===== config.mk =====
export PLATFORM = sky130hd
export DESIGN_NAME = range_session_ctrl
export DESIGN_NICKNAME = d
export VERILOG_FILES = /design/src/rtl/range_session_ctrl.sv
export SDC_FILE = /design/constraint.sdc
export NUM_CORES = 1
export LEC_CHECK = 0
export ABC_AREA = 1
export CAP_MARGIN = 25
export CORE_UTILIZATION = 56
export CTS_BUF_LIST = sky130_fd_sc_hd__clkbuf_16
export CTS_CLUSTER_SIZE = 14
export DETAILED_ROUTE_END_ITERATION = 8
export PLACE_DENSITY = 0.86
export SLEW_MARGIN = 20
export SYNTH_ARGS = -nofsm -noshare
export SYNTH_HDL_FRONTEND = slang
export SYNTH_SLANG_ARGS = --single-unit
export TNS_END_PERCENT = 30

===== constraint.sdc =====
create_clock -name clock -period 5.9 [get_ports clock]
set_clock_uncertainty 0.05 [all_clocks]
set_input_delay 1.18 -clock clock [delete_from_list [all_inputs] [get_ports clock]]
set_output_delay 1.18 -clock clock [all_outputs]
set_load 0.02 [all_outputs]

===== src/rtl/range_session_ctrl.sv =====
// Session controller for the range-finder datapath: frames a sample burst into
// go/finish strobes, then captures and presents the range result on a valid/ready port.
module range_session_ctrl #(
    parameter int WIDTH   = 8,
    parameter int MAX_LEN = 255,
    parameter int TIMEOUT = 63,
    localparam int CW     = $clog2(MAX_LEN + 1),
    localparam int TW     = $clog2(TIMEOUT + 1)
) (
    input  logic             clock,
    input  logic             reset,
    input  logic [CW-1:0]    cfg_len,
    input  logic             abort,
    input  logic             s_valid,
    input  logic [WIDTH-1:0] s_data,
    output logic             s_ready,
    output logic             rf_go,
    output logic             rf_finish,
    output logic [WIDTH-1:0] rf_data,
    input  logic [WIDTH:0]   rf_range,
    input  logic             rf_error,
    output logic             r_valid,
    input  logic             r_ready,
    output logic [WIDTH:0]   r_range,
    output logic [CW-1:0]    r_count,
    output logic             r_trunc,
    output logic             r_err
);

    typedef enum logic [1:0] {IDLE, RUN, WAIT, HOLD} state_t;

    state_t           state, state_nx;
    logic [CW-1:0]    len, len_in, count;
    logic [TW-1:0]    idle;
    logic [WIDTH-1:0] held;
    logic             trunc;
    logic             accept, last_slot, tmo;

    always_comb begin
        if (cfg_len == '0)
            len_in = CW'(1);
        else if (int'(cfg_len) > MAX_LEN)
            len_in = CW'(MAX_LEN);
        else
            len_in = cfg_len;
    end

    always_comb begin
        state_nx  = state;
        s_ready   = 1'b0;
        rf_go     = 1'b0;
        rf_finish = 1'b0;
        rf_data   = held;
        r_valid   = 1'b0;
        accept    = 1'b0;
        tmo       = 1'b0;
        last_slot = (count + CW'(1)) == len;
        case (state)
            IDLE: begin
                s_ready = 1'b1;
                if (s_valid) begin
                    accept  = 1'b1;
                    rf_go   = 1'b1;
                    rf_data = s_data;
                    if (len_in == CW'(1)) begin
                        rf_finish = 1'b1;
                        state_nx  = WAIT;
                    end else begin
                        state_nx = RUN;
                    end
                end
            end
            RUN: begin
                // abort blocks new samples, except the one that would close the window anyway
                s_ready = !abort || last_slot;
                accept  = s_valid && s_ready;
                if (accept)
                    rf_data = s_data;
                tmo = !accept && (idle == TW'(TIMEOUT - 1));
                if ((accept && last_slot) || abort || tmo) begin
                    rf_finish = 1'b1;
                    state_nx  = WAIT;
                end
            end
            WAIT: state_nx = HOLD;
            HOLD: begin
                r_valid = 1'b1;
                if (r_ready)
                    state_nx = IDLE;
            end
            default: state_nx = IDLE;
        endcase
        // strobes must vanish the instant reset rises, not at the next edge
        if (reset) begin
            s_ready   = 1'b0;
            rf_go     = 1'b0;
            rf_finish = 1'b0;
            rf_data   = '0;
            r_valid   = 1'b0;
            accept    = 1'b0;
        end
    end

    always_ff @(posedge clock or posedge reset) begin
        if (reset)
            state <= IDLE;
        else
            state <= state_nx;
    end

    always_ff @(posedge clock or posedge reset) begin
        if (reset) begin
            len     <= '0;
            count   <= '0;
            idle    <= '0;
            held    <= '0;
            trunc   <= 1'b0;
            r_range <= '0;
            r_count <= '0;
            r_trunc <= 1'b0;
            r_err   <= 1'b0;
        end else begin
            case (state)
                IDLE: if (accept) begin
                    len   <= len_in;
                    count <= CW'(1);
                    idle  <= '0;
                    held  <= s_data;
                    trunc <= 1'b0;
                end
                RUN: begin
                    if (accept) begin
                        held <= s_data;
                        idle <= '0;
                        if (count != len)
                            count <= count + CW'(1);
                    end else if (idle != TW'(TIMEOUT)) begin
                        idle <= idle + TW'(1);
                    end
                    if (rf_finish)
                        trunc <= abort || tmo;
                end
                WAIT: begin
                    r_range <= rf_range;
                    r_err   <= rf_error;
                    r_count <= count;
                    r_trunc <= trunc;
                end
                default: ;
            endcase
        end
    end

endmodule


# After elaboration in Yosys (flattened, before gate mapping)
# Index checks and enable logic that the tools add are counted.
# op_classes
add_sub_neg	2
n_eq_ne	16
n_mux	36
n_reduce_logical	19
# ops
op	n
$mux 8	7
$pmux 8 s2	2
$mux 6	3
$mux 1	14
$ne 2x2->1 const B	7
$pmux 6 s2	1
$reduce_and 3->1	3
$add 8x1->8 const B	1
$eq 8x1->1 const B	1
$eq 8x8->1	1
$logic_not 8->1	1
$mux 2	4
$ne 8x8->1	1
$pmux 1 s2	4
$pmux 2 s4	1
$add 6x1->6 const B	1
$eq 6x6->1 const B	1
$ne 6x6->1 const B	1
$eq 2x2->1 const B	2
$logic_or 1x1->1	4
$reduce_and 2->1	2
$reduce_and 4->1	1
$logic_and 1x1->1	3
$ne 3x3->1 const B	1
other kinds (5)	6
# totals
reg_bits	52
output_inout_bits	31
wordCells	83

# Depth between registers and ports, before layout
# Gate-level depths: netlist of the first run.
# depth
ltp_word	12
mapped_depth	18

# Worst setup path before layout of the first run
# OpenSTA, ideal clock, no wires.
# synth_timing
path_kind	in2out
startpoint	input port s_valid
endpoint	output port rf_go
arrival_ns	2.213
required_time_ns	4.670
path_slack_ns	2.457
stages	4
path_buffers	2
cell_sequence	clkbuf_1 -> nand2_1 -> nor2_1 -> clkbuf_1
# synth_via
elab_chain_len	3
# synth_lines
item	line	source
from (decl)	14	input logic s_valid,
$mux 1	61	if (s_valid) begin
$mux 1	58	case (state)
$mux 1	94	if (reset) begin
to (decl)	17	output logic rf_go,
# Every way passes these cells.

# Worst setup path in the final report of the first run
# layout_timing
startpoint	input port s_valid
endpoint	output port rf_data[3]
# layout_via
elab_chain_len	4
# layout_lines
item	line	source
$logic_and 1x1->1	76	accept = s_valid && s_ready;
$mux 8	77	if (accept)
$pmux 8 s2 (*)	58	
$mux 8 (*)	94	
to (decl)	19	output logic [WIDTH-1:0] rf_data,
# Every way passes the cells marked *; elsewhere a longest branch is shown, timed or not.

==> flow_summary.yaml, run 1 <==
cts:
  cts_resized: 0
  postCtsSetupRepairBufs: 0
  hold_buffers: 0
  cts_made_buffers: 5
  cts_buffer_depth: 2
  htreeDepth: 2
  path_clk_slew_ns: 0.07
  clock_latency_ns: 0.29
  cts_root_buffer: "clkbuf_16"
  cts_tree: "yes"
  clkSinkCount: 52
sta:
  max_freq_mhz: 211
  fin_tns_setup_ns: 0
  timing.slew.headroom_pct: 45.6
  rsz0062_at_grt: "no"
  min_period_ns: 4.75
  tightest_slew_ns: 0.816
  slew_violations: 0
  fin_crit_sh_pct: 80.4
  hold_viol: 0
  setup_viol: 0
floorplanning:
  start_util_pct: 59.4
  die_w_um: 76.3
  fp-row-count: 26
  ios: 62
  die_area_sq_um: 5820
  coreArea_sq_um: 5200
  die_y_um: 76.3
synth:
  yosysTopAreaCell: "dfrtp_1"
  synth_cell_types: 31
  synth.ff_latch_count: 52
  syn_inst: 445
  synth_ff_type: "dfrtp_1"
  synth_edf_count: 0
  netlist_area_sq_um: 3090
  synthTopCellsByCount: "nand2_1 (173), dfrtp_1 (52), inv_1 (46)"
  synth-seq-area-share_pct: 42.1
  synthTopCellsByArea: "dfrtp_1 (42%), nand2_1 (21%), inv_1 (5.6%)"
  yosys_warnings: 0
  syn_area_per_cell_sq_um: 6.95
  yosysTopAreaCellShare_pct: 42.1
  synthArstFlopShare_pct: 100
  syn_nets: 483
  synth.most_common_cell: "nand2_1"
worst_setup_path:
  cp_max_fo: 17
  crit_type: "input port to output port"
  crit_required_ns: 4.67
  cp-start-kind: "input port"
  critPathArrivalTime_ns: 3.52
  end_kind: "output port"
detailed_routing:
  drtPass1Iterations: 5
  routed_wl_mm: 7.53
  drc: 0
  ant_nets: 0
  wl_per_cell_um: 13.2
  vias: 3077
  avgViaCountPerCell: 5.38
  drt_iter0_markers: 232
grt:
  first_global_vias: 2900
  grt_max_degree: 35
  grt_pass1_wl_mm: 13.0
  grt_overflow: 0
  track_usage_pct: 27.3
  antenna_found_initial: 0
placement:
  port_buffers: 61
  dpl.hpwl_mm: 5.46
  gp_congestion: 0.956
power_and_ir_drop:
  peakVddDrop_v: 0.000278
  finalPower_mw: 1.87
  power_density_nw_per_um2: 481
  swShare_pct: 45.0
  seq_power_share_pct: 33.0
  power_frac_comb_pct: 51.7
  clockPowerShare_pct: 15.3
  switchingPower_mw: 0.841
  cellLeakagePower_nw: 1.86
  p_int_mw: 1.03
outcome:
  status: "finished, final reports clean"
final_layout:
  seqCellArea_sq_um: 1300
  multi_input_area_sq_um: 1540
  fin_nets: 539
  area_delta_synth_final_pct: 25.7
  drive_gt1_share_pct: 3.39
  fillCellCount: 436
  num_antenna_cells: 0
min_path:
  hold_class: "register to register"
flow_run:
  drv_cap: 0
[power groups by stage]
stage	Sequential (mW)	Combinational [mW]	Clock (mW)
after floorplan	0.660	0.578	0
after global placement	0.613	0.930	0
after detailed placement	0.617	0.958	0
after CTS	0.614	0.964	0.290
after global routing	0.637	1.08	0.305
final	0.617	0.966	0.286
[cells in the final DEF (no fill, tap or decap)]
| cell | instances |
|---|---|
| o21bai_1 | 1 |
| inv_1 | 46 |
| nand4_1 | 4 |
| nor3_1 | 5 |
| nand3b_1 | 1 |
| o31ai_1 | 1 |
| xor2_1 | 5 |
| inv_2 | 3 |
| nand3_2 | 2 |
| clkbuf_16 | 5 |
| nor2_1 | 30 |
| a31oi_1 | 1 |
| xnor2_1 | 4 |
| o31ai_2 | 1 |
| dfrtp_1 | 52 |
| nand3_4 | 1 |
| clkdlybuf4s50_1 | 61 |
| nor4_1 | 2 |
| a21oi_1 | 5 |
| o22ai_1 | 2 |
| nand2_2 | 1 |
| a2111oi_0 | 1 |
| buf_4 | 2 |
| o21ai_1 | 11 |
| o311ai_0 | 3 |
| nand2_1 | 173 |
| clkinv_1 | 3 |
| clkinvlp_4 | 2 |
| o21ai_0 | 34 |
| ha_1 | 7 |
| nand3_1 | 33 |
[critical path, cell delays in order]
cell             delay (ns)
clkdlybuf4s50_1        0.75
inv_1                  0.20
nand2_1                0.08
o21ai_1                0.35
nand2_1                0.13
nand3_1                0.11
nand2_1                0.05
inv_1                  0.07
clkdlybuf4s50_1        0.60
[registers in the layout (all words and copies together), names as in the netlist]
| register | cells |
|---|---|
| len | 8 |
| r_range | 9 |
| held | 8 |
| r_trunc | 1 |
| state | 2 |
| trunc | 1 |
| count | 8 |
| r_err | 1 |
| r_count | 8 |
| idle | 6 |
[final timing paths]
check	depth (start not counted)	slack, ns	start	to
worst max-delay path	9	1.15	s_valid	rf_data[3]
worst min-delay path	2	0.42	r_range[5]$_DFFE_PP0P_	r_range[5]$_DFFE_PP0P_
worst max register to register	9	2.98	state[1]$_DFFE_PP0P_	count[5]$_DFFE_PP0P_
worst min register to register	2	0.42	r_range[5]$_DFFE_PP0P_	r_range[5]$_DFFE_PP0P_
max in group asynchronous	3	3.63	reset	r_count[7]$_DFFE_PP0P_
min in group asynchronous	2	1.37	reset	held[5]$_DFFE_PP0P_
[cell families (layout without fill, tap and decap cells)]
group,Yosys count,after routing,synth area share [%]
and+or+nand+nor,252,252,33.7
buffers and inverters,65,122,8.17
AOI/OAI and AO/OA,60,60,10.7
DFF,52,52,42.1
xor gates and xnor gates,9,9,2.55
adders and majority gates,7,7,2.83
[metal layers]
metal | share of wire (%) | vias up | wire length, um | GRT usage (%)
met5 | 0 | - | 0 | 0
met4 | 1.3 | 0 | 101 | 7.88
met3 | 6.0 | 10 | 455 | 4.07
met2 | 48 | 112 | 3590 | 46.8
met1 | 45 | 1425 | 3390 | 35.8
li1 | - | 1530 | - | -
[cell type report]
class,count,area share [%]
inverters,51,4.92
clock inverters,3,0.483
well taps,70,2.25
multi-input cells,328,39.6
clock buffers,5,3.22
flip-flops and latches,52,33.5
repair buffers,63,16.1
[per-stage QoR]
stage	hold slack [ns]	cells	cell area (sq um)	utilization [%]	worst slack (ns)
after floorplan	0.392	445	3090	-	2.46
after global placement	0.403	564	3740	71.9	1.26
after detailed placement	0.414	564	3740	71.9	1.18
after CTS	0.431	572	3890	74.7	1.16
after global routing	0.454	572	3890	74.7	0.915
final	0.423	572	3890	74.7	1.15
No activity file was read; power rests on OpenSTA's default activity.
==> run 2, diff against run 1 <==
--- a/config.mk
+++ b/config.mk
@@ -7,11 +7,11 @@
 export LEC_CHECK = 0
 export ABC_AREA = 1
 export CAP_MARGIN = 25
-export CORE_UTILIZATION = 56
+export CORE_UTILIZATION = 52
 export CTS_BUF_LIST = sky130_fd_sc_hd__clkbuf_16
 export CTS_CLUSTER_SIZE = 14
 export DETAILED_ROUTE_END_ITERATION = 8
-export PLACE_DENSITY = 0.86
+export PLACE_DENSITY = 0.81
 export SLEW_MARGIN = 20
 export SYNTH_ARGS = -nofsm -noshare
 export SYNTH_HDL_FRONTEND = slang
==> constraint.sdc (replaced) <==
create_clock -name clock -period 4.86 [get_ports clock]
set_clock_uncertainty 0.05 [all_clocks]
set_input_delay 0.972 -clock clock [delete_from_list [all_inputs] [get_ports clock]]
set_output_delay 0.972 -clock clock [all_outputs]
set_load 0.02 [all_outputs]
==> flow_summary.yaml, run 2 (synthesis results as in run 1) <==
sta:
  timing.slew.headroom_pct: 43.8
  fin_crit_sh_pct: 90.9
  slew_violations: 0
  max_freq_mhz: 226
  hold_viol: 0
  timing.final.ws_setup_ns: 0.440
  min_period_ns: 4.42
  setup_viol: 0
  rsz0062_at_grt: "no"
  tightest_slew_ns: 0.843
  fin_tns_setup_ns: 0
worst_setup_path:
  crit_path_max_incr_delay_ns: 0.59
  crit_slowest_cell: "clkdlybuf4s50_1"
  end_kind: "output port"
  cp_max_fo: 13
  cp_cell_sequence: "ha_1 -> xnor2_1 -> nand2_1 -> nor2_1 -> nand2_1 -> nor2_1 -> nand3b_1 -> nand2_1 -> nand2_1 -> nand2_1 -> nand3_1 -> nand3_1 -> nand2_1 -> inv_1 -> clkdlybuf4s50_1"
  regToRegSetupSlack_ns: 1.96
  crit_family: "simple AND/OR/NAND/NOR gates"
  crit_required_ns: 3.84
  crit_type: "register to output port"
  r2r-start: "state[1]$_DFFE_PP0P_"
  cp-start-kind: "register"
  r2r_end: "count[7]$_DFFE_PP0P_"
  crit_top_cell: "nand2_1"
  critPathArrivalTime_ns: 3.40
  cp_num_buf_inv: 2
  r2r_cells: 9
power_and_ir_drop:
  finalPower_mw: 2.32
  peakVddDrop_v: 0.000281
  cellLeakagePower_nw: 1.88
  power_density_nw_per_um2: 592
grt:
  grt_max_degree: 33
  grt_overflow: 0
  track_usage_pct: 26.1
  first_global_vias: 2881
  grt_pass1_wl_mm: 12.9
  antenna_found_initial: 0
cts:
  cts_buffer_depth: 2
  hold_buffers: 0
  clkSinkCount: 52
  cts_root_buffer: "clkbuf_16"
  cts_made_buffers: 5
  cts_tree: "yes"
  postCtsSetupRepairBufs: 0
  cts_resized: 0
  htreeDepth: 2
  clock_latency_ns: 0.29
  path_clk_slew_ns: 0.07
final_layout:
  fillCellCount: 479
  instances_no_fill: 575
  fin_nets: 540
  drive_gt1_share_pct: 3.78
  largest_reg_flops: 9
  num_antenna_cells: 0
  layout_common_cells: "nand2_1 (173), clkdlybuf4s50_1 (61), dfrtp_1 (52)"
  multi_input_area_sq_um: 1540
  seqCellArea_sq_um: 1300
  area_delta_synth_final_pct: 26.8
  final_common_cell: "nand2_1"
  regMostFlops: "r_range"
floorplanning:
  start_util_pct: 55.2
  ios: 62
  die_area_sq_um: 6260
  fp-row-count: 27
  coreArea_sq_um: 5610
  die_y_um: 79.1
  die_w_um: 79.1
placement:
  dpl.hpwl_mm: 5.55
  port_buffers: 61
  pre_cts_ws_ns: 0.778
  gp_congestion: 0.896
  dpl.cell_count: 567
detailed_routing:
  avgViaCountPerCell: 5.25
  drt_iter0_markers: 254
  drc: 0
  drtPass1Iterations: 5
  routed_wl_mm: 7.56
  wl_per_cell_um: 13.1
  ant_nets: 0
  vias: 3016
min_path:
  hold_class: "register to register"
  hold_start: "r_range[7]$_DFFE_PP0P_"
  min_path_cells: 2
  hold_path_end: "r_range[7]$_DFFE_PP0P_"
flow_run:
  drv_cap: 0
outcome:
  status: "finished, final reports clean"
[run 2: cell types whose count changed in the layout (fill, tap and decap cells not counted), sizes merged]
cell | previous run | this run
buf | 2 | 3
bufinv | 0 | 1
clkinvlp | 2 | 1
[run 2: worst max path at each step]
| stage | start | end | slack, ns | cells after the start |
|---|---|---|---|---|
| 6_report | count[0]$_DFFE_PP0P_ | rf_data[6] | 0.44 | 15 |
| 5_1_grt | count[0]$_DFFE_PP0P_ | rf_data[3] | 0.21 | 15 |
| 4_1_cts | count[0]$_DFFE_PP0P_ | rf_data[6] | 0.48 | 15 |
| 3_5_place_dp | s_valid | rf_data[6] | 0.78 | 9 |
| 3_3_place_gp | s_valid | rf_data[3] | 0.87 | 9 |
| 2_1_floorplan | s_valid | rf_go | 1.83 | 4 |
[run 2: cell type report]
class	instances	area share, %
flip-flops and latches	52	33.2
clock inverters	3	1.08
clock buffers	5	3.19
repair buffers	64	16.1
inverters	51	4.88
multi-input cells	328	39.2
well taps	72	2.30
[run 2: metrics by stage]
stage	instance area (sq um)	hold WS, ns	utilization (%)
after floorplan	3090	0.392	-
after global placement	3750	0.402	67.0
after detailed placement	3750	0.412	67.0
after CTS	3920	0.428	69.9
after global routing	3920	0.468	69.9
final	3920	0.420	69.9
[run 2: metal layers]
metal  vias to the layer above  GRT usage, %  routed length (um)
met3                         8          3.68                 303
li1                       1528             -                   -
met1                      1392          34.6                3570
met2                        88          44.2                3620
met4                         0          7.64                  63
met5                         -             0                   0
[run 2: power by group]
group	switching [mW]	internal (mW)
clock	0.157	0.242
sequential	0.143	0.606
combinational	0.720	0.454
[run 2: tightest hold or removal path, stage by stage, from the launching register on]
cell,delay (ns)
dfrtp_1,0.34
nand2_1,0.05
nand2_1,0.05
==> patch, RTL diff (flow settings as in run 1) <==
Put one more register stage on the output `r_err`, without a reset. The value now appears one clock later. The other outputs are not delayed to match.
--- a/src/rtl/range_session_ctrl.sv
+++ b/src/rtl/range_session_ctrl.sv
@@ -28,6 +28,8 @@
 );
 
     typedef enum logic [1:0] {IDLE, RUN, WAIT, HOLD} state_t;
+
+    logic r_err_s0;
 
     state_t           state, state_nx;
     logic [CW-1:0]    len, len_in, count;
@@ -118,7 +120,7 @@
             r_range <= '0;
             r_count <= '0;
             r_trunc <= 1'b0;
-            r_err   <= 1'b0;
+            r_err_s0 <= 1'b0;
         end else begin
             case (state)
                 IDLE: if (accept) begin
@@ -142,7 +144,7 @@
                 end
                 WAIT: begin
                     r_range <= rf_range;
-                    r_err   <= rf_error;
+                    r_err_s0 <= rf_error;
                     r_count <= count;
                     r_trunc <= trunc;
                 end
@@ -151,5 +153,9 @@
         end
     end
 
+    always_ff @(posedge clock) begin
+        r_err <= r_err_s0;
+    end
+
 endmodule
 
Check against the original RTL: not equivalent (Yosys sat finds a counterexample within 4 cycles, from zero or initial values and one cycle with reset high).
==> patch against run 1 <==
- register-to-register slack improved by 0.04 ns
- synthesized area is 0.65% higher
- setup slack better by 0.013 ns
- design area increased by 1.1%
- largest cell class unchanged
- routed wire length grew 2.9%
- sequential cell count is 1 higher
- critical endpoint is now rf_data[6]
- sequential share of layout area is 0.15 points higher
- power up 3.5%
==> patch: results (changes against run 1) <==
metric	value	unit	change
crit_slowest_cell	clkdlybuf4s50_1		unchanged
run_status	complete, no violations		unchanged
synthArstFlopShare	0.9811		was 1.000
fin_nets	540		was 539
p_seq	0.634	mW	was 0.617 mW
post-cts-setup-buffer-count	0		unchanged
drive_above_1_share	0.03380		was 0.03386
wl_met1	3465	µm	was 3387 µm
drt-total-wl	7751	µm	was 7529 µm
synth_cell_types	32		was 31
pwr-share-comb	0.502		was 0.517
switching_share	0.4416		was 0.4497
cts_made_buffers	5		unchanged
cts_repair_resize_count	0		unchanged
grt_pass1_wl	13540	µm	was 12970 µm
yosysSeqAreaShare	0.4244		was 0.4207
post_drt_via_cell_ratio	5.464		was 5.379
grt_max_degree	42		was 35
power_leakage	1.885	nW	was 1.863 nW
dr_wl_met2	3651	µm	was 3585 µm
worst_slew_pin_slew	0.7951	ns	was 0.8157 ns
crit_path_max_incr_delay	0.73	ns	was 0.75 ns
syn-num-nets	484		was 483
track_usage	0.2860		was 0.2731
use_met3	0.05030		was 0.04072
peakVddDrop	0.2457	mV	was 0.2784 mV
fillers	428		was 436
wl_met3	504	µm	was 455 µm
regToRegSetupSlack	3.02	ns	was 2.98 ns
drt-initial-drc-count	335		was 232
synth_area_leaders	dfrtp_1 (42%), nand2_1 (21%), inv_1 (5.5%)		was dfrtp_1 (42%), nand2_1 (21%), inv_1 (5.6%)
gp_congestion	0.9262		was 0.9560
first_global_vias	3009		was 2900
dp_hpwl	5688	µm	was 5463 µm
crit_arrival	3.50	ns	was 3.52 ns
grt_util_met2	0.4667		was 0.4685
met1_usage	0.3872		was 0.3579
cts-root-buf	clkbuf_16		unchanged
patch: cells by family (layout without fill, tap and decap cells):
group | count (synthesis) | in the layout | synth area share
buffers and inverters | 65 | 122 | 0.08119
AOI/OAI and AO/OA | 60 | 60 | 0.1065
adders and majority gates | 7 | 7 | 0.02813
xor gates and xnor gates | 9 | 9 | 0.02532
DFF | 53 | 53 | 0.4244
and+or+nand+nor | 252 | 252 | 0.3344
patch: critical path: cells and delay by family:
| kind | cells | cell delay [ns] |
|---|---|---|
| buf+inv | 4 | 1.59 |
| simple gates | 4 | 0.38 |
| compound gates | 1 | 0.33 |
patch: per-stage QoR:
stage	hold WS, ns	cell area, µm²	cells	power [mW]	setup slack [ns]
3_5_place_dp	0.3071	3765	565	1.592	1.198
5_1_grt	0.3322	3931	573	2.093	0.9738
3_3_place_gp	0.3008	3765	565	1.550	1.322
4_1_cts	0.3226	3931	573	1.929	1.190
6_report	0.3229	3931	573	1.936	1.166
2_1_floorplan	0.2975	3113	446	1.249	2.457
patch: area by class of cell:
class | instances | area [µm²] | area share
Timing Repair Buffer | 63 | 625.6 | 0.1591
Sequential cell | 53 | 1321 | 0.3361
Clock buffer | 5 | 125.1 | 0.03183
Multi-Input combinational cell | 328 | 1539 | 0.3915
Tap cell | 70 | 87.58 | 0.02228
Clock inverter | 3 | 41.29 | 0.01050
Inverter | 51 | 191.4 | 0.04870
patch: worst paths after layout:
path / start / to / cells past startpoint
setup / recovery: s_valid / rf_data[6] / 9
hold / removal: r_err_s0 / r_err / 0
setup reg to reg: state[1] / count[7] / 9
hold reg to reg: r_err_s0 / r_err / 0
max in group asynchronous: reset / r_count[4] / 3
min in group asynchronous: reset / state[1] / 2
